## src/rtl/perf_memsys_ctr_bank.sv

```systemverilog
// ---------------------------------------------------------------------------
// perf_memsys_ctr_bank
//
// Purpose:
//   A bank of generic memory-system performance counters. Each counter adds
//   a small increment every cycle. It either wraps or saturates, and all
//   counters share one synchronous clear. A snapshot engine copies every live
//   counter into shadow registers in a single cycle. It then streams the
//   frozen values out over a valid/ready channel, one counter per beat.
//
// Parameters:
//   NUM_CTRS   number of counters (1..64)
//   CTR_WIDTH  counter width (8..64), defaults to `PERF_CTR_BITS (44)
//   INC_WIDTH  per-cycle increment width (1..8)
//   SATURATE   0 = wrap modulo 2^CTR_WIDTH, 1 = saturate at all-ones
//
// Optional feature:
//   PERF_CTR_OVF_EN  when defined, each counter gets a sticky overflow flag.
//                    When undefined, ovf is tied to 0 and no flag registers
//                    are built.
//
// Ports:
//   clk         clock
//   reset_n     asynchronous active-low reset
//   enable      counting enable
//   clear       synchronous clear of all live counters (beats increment)
//   evt_inc     per-counter increments, slice i = [i*INC_WIDTH +: INC_WIDTH]
//   ctr_value   live counter values, slice i = [i*CTR_WIDTH +: CTR_WIDTH]
//   snap_valid  snapshot request
//   snap_ready  high while idle (a snapshot can be taken)
//   out_valid   streamed word valid
//   out_ready   consumer ready
//   out_idx     counter index of out_data
//   out_data    frozen counter value
//   out_last    marks the beat carrying index NUM_CTRS-1
//   ovf         sticky overflow flags
// ---------------------------------------------------------------------------
`ifndef PERF_CTR_BITS
`define PERF_CTR_BITS 44
`endif

module perf_memsys_ctr_bank #(
    parameter int NUM_CTRS  = 14,
    parameter int CTR_WIDTH = `PERF_CTR_BITS,
    parameter int INC_WIDTH = 4,
    parameter int SATURATE  = 0,
    localparam int IDX_W    = (NUM_CTRS > 1) ? $clog2(NUM_CTRS) : 1
) (
    input  logic                          clk,
    input  logic                          reset_n,
    input  logic                          enable,
    input  logic                          clear,
    input  logic [NUM_CTRS*INC_WIDTH-1:0] evt_inc,
    output logic [NUM_CTRS*CTR_WIDTH-1:0] ctr_value,
    input  logic                          snap_valid,
    output logic                          snap_ready,
    output logic                          out_valid,
    input  logic                          out_ready,
    output logic [IDX_W-1:0]              out_idx,
    output logic [CTR_WIDTH-1:0]          out_data,
    output logic                          out_last,
    output logic [NUM_CTRS-1:0]           ovf
);

    typedef enum logic {
        S_IDLE   = 1'b0,
        S_STREAM = 1'b1
    } state_t;

    state_t               r_state;
    state_t               w_state_next;
    logic [IDX_W-1:0]     r_idx;
    logic [IDX_W-1:0]     w_idx_next;
    logic                 w_snap_take;
    logic                 w_at_last;

    logic [CTR_WIDTH-1:0] r_ctr    [NUM_CTRS];
    logic [CTR_WIDTH-1:0] r_shadow [NUM_CTRS];
    logic [CTR_WIDTH:0]   w_sum    [NUM_CTRS];

    // Sum with one extra bit so that the carry-out is visible.
    function automatic logic [CTR_WIDTH:0] f_add(input logic [CTR_WIDTH-1:0] a,
                                                 input logic [INC_WIDTH-1:0] b);
        return {1'b0, a} + (CTR_WIDTH+1)'(b);
    endfunction

    // Wrap drops the carry. Saturate clamps to all-ones on carry. A saturated
    // counter only changes again after a clear, because any non-zero
    // increment carries again.
    function automatic logic [CTR_WIDTH-1:0] f_limit(input logic [CTR_WIDTH:0] sum);
        if ((SATURATE != 0) && sum[CTR_WIDTH])
            return '1;
        else
            return sum[CTR_WIDTH-1:0];
    endfunction

    always_comb begin
        for (int i = 0; i < NUM_CTRS; i++)
            w_sum[i] = f_add(r_ctr[i], evt_inc[i*INC_WIDTH +: INC_WIDTH]);
    end

    // Live counters
    always_ff @(posedge clk or negedge reset_n) begin
        if (!reset_n) begin
            for (int i = 0; i < NUM_CTRS; i++) r_ctr[i] <= '0;
        end else if (clear) begin
            for (int i = 0; i < NUM_CTRS; i++) r_ctr[i] <= '0;
        end else if (enable) begin
            for (int i = 0; i < NUM_CTRS; i++) r_ctr[i] <= f_limit(w_sum[i]);
        end
    end

    always_comb begin
        ctr_value = '0;
        for (int i = 0; i < NUM_CTRS; i++)
            ctr_value[i*CTR_WIDTH +: CTR_WIDTH] = r_ctr[i];
    end

    // Shadow copy takes the pre-increment value of the handshake cycle.
    always_ff @(posedge clk or negedge reset_n) begin
        if (!reset_n) begin
            for (int i = 0; i < NUM_CTRS; i++) r_shadow[i] <= '0;
        end else if (w_snap_take) begin
            for (int i = 0; i < NUM_CTRS; i++) r_shadow[i] <= r_ctr[i];
        end
    end

    // Snapshot stream FSM
    assign w_at_last = (r_idx == IDX_W'(NUM_CTRS - 1));

    always_ff @(posedge clk or negedge reset_n) begin
        if (!reset_n) begin
            r_state <= S_IDLE;
            r_idx   <= '0;
        end else begin
            r_state <= w_state_next;
            r_idx   <= w_idx_next;
        end
    end

    always_comb begin
        w_state_next = r_state;
        w_idx_next   = r_idx;
        w_snap_take  = 1'b0;
        case (r_state)
            S_IDLE: begin
                if (snap_valid) begin
                    w_snap_take  = 1'b1;
                    w_idx_next   = '0;
                    w_state_next = S_STREAM;
                end
            end
            S_STREAM: begin
                if (out_ready) begin
                    if (w_at_last) begin
                        w_idx_next   = '0;
                        w_state_next = S_IDLE;
                    end else begin
                        w_idx_next   = r_idx + IDX_W'(1);
                    end
                end
            end
            default: w_state_next = S_IDLE;
        endcase
    end

    // All stream outputs come from registers only (state, index, shadow).
    assign snap_ready = (r_state == S_IDLE);
    assign out_valid  = (r_state == S_STREAM);
    assign out_idx    = r_idx;
    assign out_data   = r_shadow[r_idx];
    assign out_last   = (r_state == S_STREAM) && w_at_last;

`ifdef PERF_CTR_OVF_EN
    logic [NUM_CTRS-1:0] r_ovf;
    logic [NUM_CTRS-1:0] w_ovf_evt;

    always_comb begin
        w_ovf_evt = '0;
        for (int i = 0; i < NUM_CTRS; i++)
            w_ovf_evt[i] = w_sum[i][CTR_WIDTH];
    end

    // Clear wins over a same-cycle overflow, so the flag ends up 0.
    always_ff @(posedge clk or negedge reset_n) begin
        if (!reset_n)
            r_ovf <= '0;
        else if (clear)
            r_ovf <= '0;
        else if (enable)
            r_ovf <= r_ovf | w_ovf_evt;
    end

    assign ovf = r_ovf;
`else
    assign ovf = '0;
`endif

endmodule

```

## config.mk

```make
export PLATFORM = sky130hd
export DESIGN_NAME = perf_memsys_ctr_bank
export DESIGN_NICKNAME = d
export VERILOG_FILES = /design/src/rtl/perf_memsys_ctr_bank.sv
export SDC_FILE = /design/constraint.sdc
export NUM_CORES = 2
export LEC_CHECK = 0
export BUFFER_PORTS_ARGS = -buffer_cell sky130_fd_sc_hd__clkbuf_2
export CAP_MARGIN = 5
export CORE_MARGIN = 4
export CORE_UTILIZATION = 50
export CTS_CLUSTER_DIAMETER = 40
export DETAILED_ROUTE_END_ITERATION = 6
export PLACE_DENSITY = 0.71
export SLEW_MARGIN = 20
export SYNTH_ARGS = -nofsm -noshare
export SYNTH_HDL_FRONTEND = slang
export SYNTH_SLANG_ARGS = --single-unit
```

## constraint.sdc

```tcl
create_clock -name clk -period 3 [get_ports clk]
set_input_delay 0.3 -clock clk [delete_from_list [all_inputs] [get_ports clk]]
set_output_delay 0.3 -clock clk [all_outputs]
set_load 0.1 [all_outputs]
```

==> run_results.csv <==
group,metric,value,unit
run_status,status,"complete, but fails checks",
run_status,violations,"negative setup slack",
power_and_ir_drop,p_clk_frac,0.459,
yosys,synth_cells,5418,
floorplanning,die_h,358,um
clocking,cts.path.max_buffers,3,
timing,max_freq,305,MHz
setup_path,end_kind,"output pin",
clocking,numCtsBuffers,174,
grt,grt_max_degree,180,
clocking,clock_sinks,1237,
placement,gp_congestion,0.969,
cells_and_area,area_growth,26.1,%
floorplanning,die-area,0.128,sq mm
power_and_ir_drop,powerDensity,605,mW/mm^2
yosys,synth.largest_area_cell,"dfrtp_1",
yosys,ys_ff_latch,1237,
cells_and_area,layout_commonest_cell,"dfrtp_1",
grt,overflow,0,
detailed_routing,drt_first_iter_violations,5971,
yosys,ys_types,71,
timing,hold_viol,0,
power_and_ir_drop,p_leak,34.9,nW
setup_path,r2r_end,"ctr_value[426]$_DFFE_PN0P_",
worst_hold_path,hp-class,"input port to async pin",
yosys,synth_area,0.0612,sq mm
yosys,synth_edf_count,0,
yosys,synthArstFlopShare,1.00,
power_and_ir_drop,p_sw_frac,0.303,
placement,portBuffers,728,
cells_and_area,nets,6474,
setup_path,reg2reg_depth,8,
detailed_routing,antenna_left,0,
setup_path,critPathLaunch,"out_idx[0]$_DFFE_PN0P_",
detailed_routing,vias,52800,
setup_path,cp.arrival,2.98,ns
power_and_ir_drop,power_frac_seq,0.373,
yosys,ys.flop_type,"dfrtp_1",
placement,dpl.hpwl,182000,um
timing,period_needed,3.28,ns
setup_path,path_max_fanout,6,
detailed_routing,dr.pass1.iters,5,
yosys,yosysSeqAreaShare,0.505,
floorplanning,std_cell_rows,128,
floorplanning,start_util,0.503,
yosys,netlist_top_cells_area,"dfrtp_1 (51%), mux2_2 (11%), mux4_2 (4.2%)",
detailed_routing,wirelength,245000,um
clocking,cts_tree,"yes",
grt,grt_pass1_wl,351000,um
detailed_routing,drc_errors,0,
timing,fin_crit_sh,1.09,
cells_and_area,drive_gt1_frac,0.350,
setup_path,startpoint_type,"register",
clocking,root_buffer,"clkbuf_16",
power_and_ir_drop,intPower,32.5,mW
power_and_ir_drop,p_comb_frac,0.169,
setup_path,reg2reg_slack,0.14,ns
floorplanning,floorplan.io_pins,743,
cells_and_area,layout_common_cells,"dfrtp_1 (1232), clkbuf_2 (679), mux2_2 (625)",
cells_and_area,post-route-util,0.635,
setup_path,endpoint,"out_data[3]",
timing,maxSlewViolCount,0,
grt,grt_usage,0.375,
power_and_ir_drop,totalPowerFinal,46.7,mW
setup_path,reg2reg_from,"ctr_value[396]$_DFFE_PN0P_",
grt,grt_pass1_vias,50600,
timing,clock-skew-final,0.0315,ns
setup_path,crit_type,"register to output pin",
power_and_ir_drop,ir_drop,0.620,mV
timing,slew_headroom,0.297,
power_and_ir_drop,p_sw,14.2,mW
grt,antenna_found_initial,11,
setup_path,worstPathRequired,2.70,ns
floorplanning,die_w,358,um
yosys,yosysTopAreaCellShare,0.505,
floorplanning,core-area,0.122,sq mm
timing,setup_viol,44,
yosys,postSynthAreaPerCell,11.3,sq um
clocking,h-tree-depth,4,
detailed_routing,wire_per_inst,30.2,um
timing,worstMarginPinSlew,1.05,ns
yosys,ys_warn_count,0,
clocking,clk_pin_slew,0.06,ns
detailed_routing,via_per_inst,6.51,
run,max_cap_viol_count,0,
clocking,clock_latency,0.82,ns
timing,grt_setup_unrepaired,"yes",
timing,worst_slack,-0.276,ns
[kinds of logic (layout without fill, tap and decap cells)]
logic type	Yosys count	after routing	synth area share
XOR/XNOR	318	318	0.0455
AO/OA/AOI/OAI	782	782	0.0761
adder cells (fa/ha/maj)	72	72	0.0164
multiplexers	880	880	0.180
AND/OR/NAND/NOR	1726	1726	0.150
flip-flops	1237	1237	0.505
other	1	20	0.0000612
buffers and inverters	402	1457	0.0266
[layout make-up]
class,count,area (sq um)
fill,9488,44500
sequential,1237,31000
multi-input combinational,3792,30000
timing repair buffer,1043,7770
clock buffer,207,4710
tap,1625,2030
clock inverter,115,1370
inverter,92,350
antenna,6,15.0
[critical path, cell delays in order, from the launching register on]
cell	delay, ns
dfrtp_4	0.51
buf_12	0.16
clkbuf_16	0.17
buf_8	0.14
mux2i_1	0.19
o221ai_2	0.24
nand2_1	0.14
a21oi_4	0.37
buf_12	0.23
[sequential cells by signal (all words and copies together) (netlist names)]
register / flops
out_idx: 4
r_shadow: 616
ctr_value: 616
out_valid: 1
[metal layers]
layer | global-route usage | vias up | wire length (um) | share of wire
met5 | 0 | - | 112 | 0.00046
met4 | 0.186 | 16 | 14400 | 0.059
met3 | 0.115 | 715 | 28500 | 0.12
met2 | 0.571 | 3265 | 111000 | 0.45
met1 | 0.488 | 27000 | 91600 | 0.37
li1 | - | 21900 | - | -
[repair_timing]
item	4_1_cts	5_1_grt
cloned	9	4
resized for setup	166	46
setup endpoints to repair	45	45
buffers inserted	13	7
hold buffers	41	0
pin swaps	28	25
endpoints found under the hold margin	544	0
[stage by stage]
step / instances / setup WS [ns] / setup TNS (ns) / cell area [sq um] / hold WS (ns)
3_5_place_dp: 7717 / 0.253 / 0 / 69200 / 0.288
4_1_cts: 8102 / -0.268 / -9.62 / 76900 / 0.000800
6_report: 8117 / -0.276 / -8.51 / 77200 / 0.0556
5_1_grt: 8111 / -0.329 / -10.86 / 77200 / 0.0678
3_3_place_gp: 7717 / 0.268 / 0 / 69200 / 0.285
2_1_floorplan: 5431 / 0.0224 / 0 / 61800 / 0.00441
[power groups by stage]
stage | Clock (mW) | Combinational, mW | Sequential [mW]
final | 21.4 | 7.87 | 17.4
after global routing | 22.3 | 8.19 | 17.4
after CTS | 21.5 | 7.58 | 17.4
after detailed placement | 0 | 6.76 | 17.7
after global placement | 0 | 6.70 | 17.6
after floorplan | 0 | 3.51 | 18.3
[cells in the mapped netlist, types with 9 or more instances]
library cell	count
inv_1	91
nor3_1	73
mux4_2	113
nand3_1	205
o21a_1	12
buf_2	33
buf_1	23
or4_1	88
nand2_1	241
xnor2_1	158
nor2_1	428
mux2_2	625
and2_1	17
xor2_1	160
buf_4	17
nand2b_1	10
a31o_2	9
and4_1	54
dfrtp_1	1237
clkbuf_1	235
a21oi_1	292
nor4_1	73
o31ai_1	79
or2_2	13
o221ai_1	20
ha_1	58
a21o_1	39
mux2i_1	142
nand4_1	220
and3_1	75
a211oi_1	37
o21ai_0	209
o22ai_1	47
a211o_1	9
fa_1	14
nor2b_1	19
or3_1	160
[worst min path at each step]
stage,from,end,cells past startpoint
global route,reset_n,ctr_value[497]$_DFFE_PN0P_,2
CTS,evt_inc[50],ctr_value[530]$_DFFE_PN0P_,4
floorplan,reset_n,ctr_value[0]$_DFFE_PN0P_,0
finish,reset_n,ctr_value[504]$_DFFE_PN0P_,2
global placement,reset_n,ctr_value[497]$_DFFE_PN0P_,1
detailed placement,reset_n,ctr_value[497]$_DFFE_PN0P_,1
Note: power is estimated with default switching activity, not from simulation.
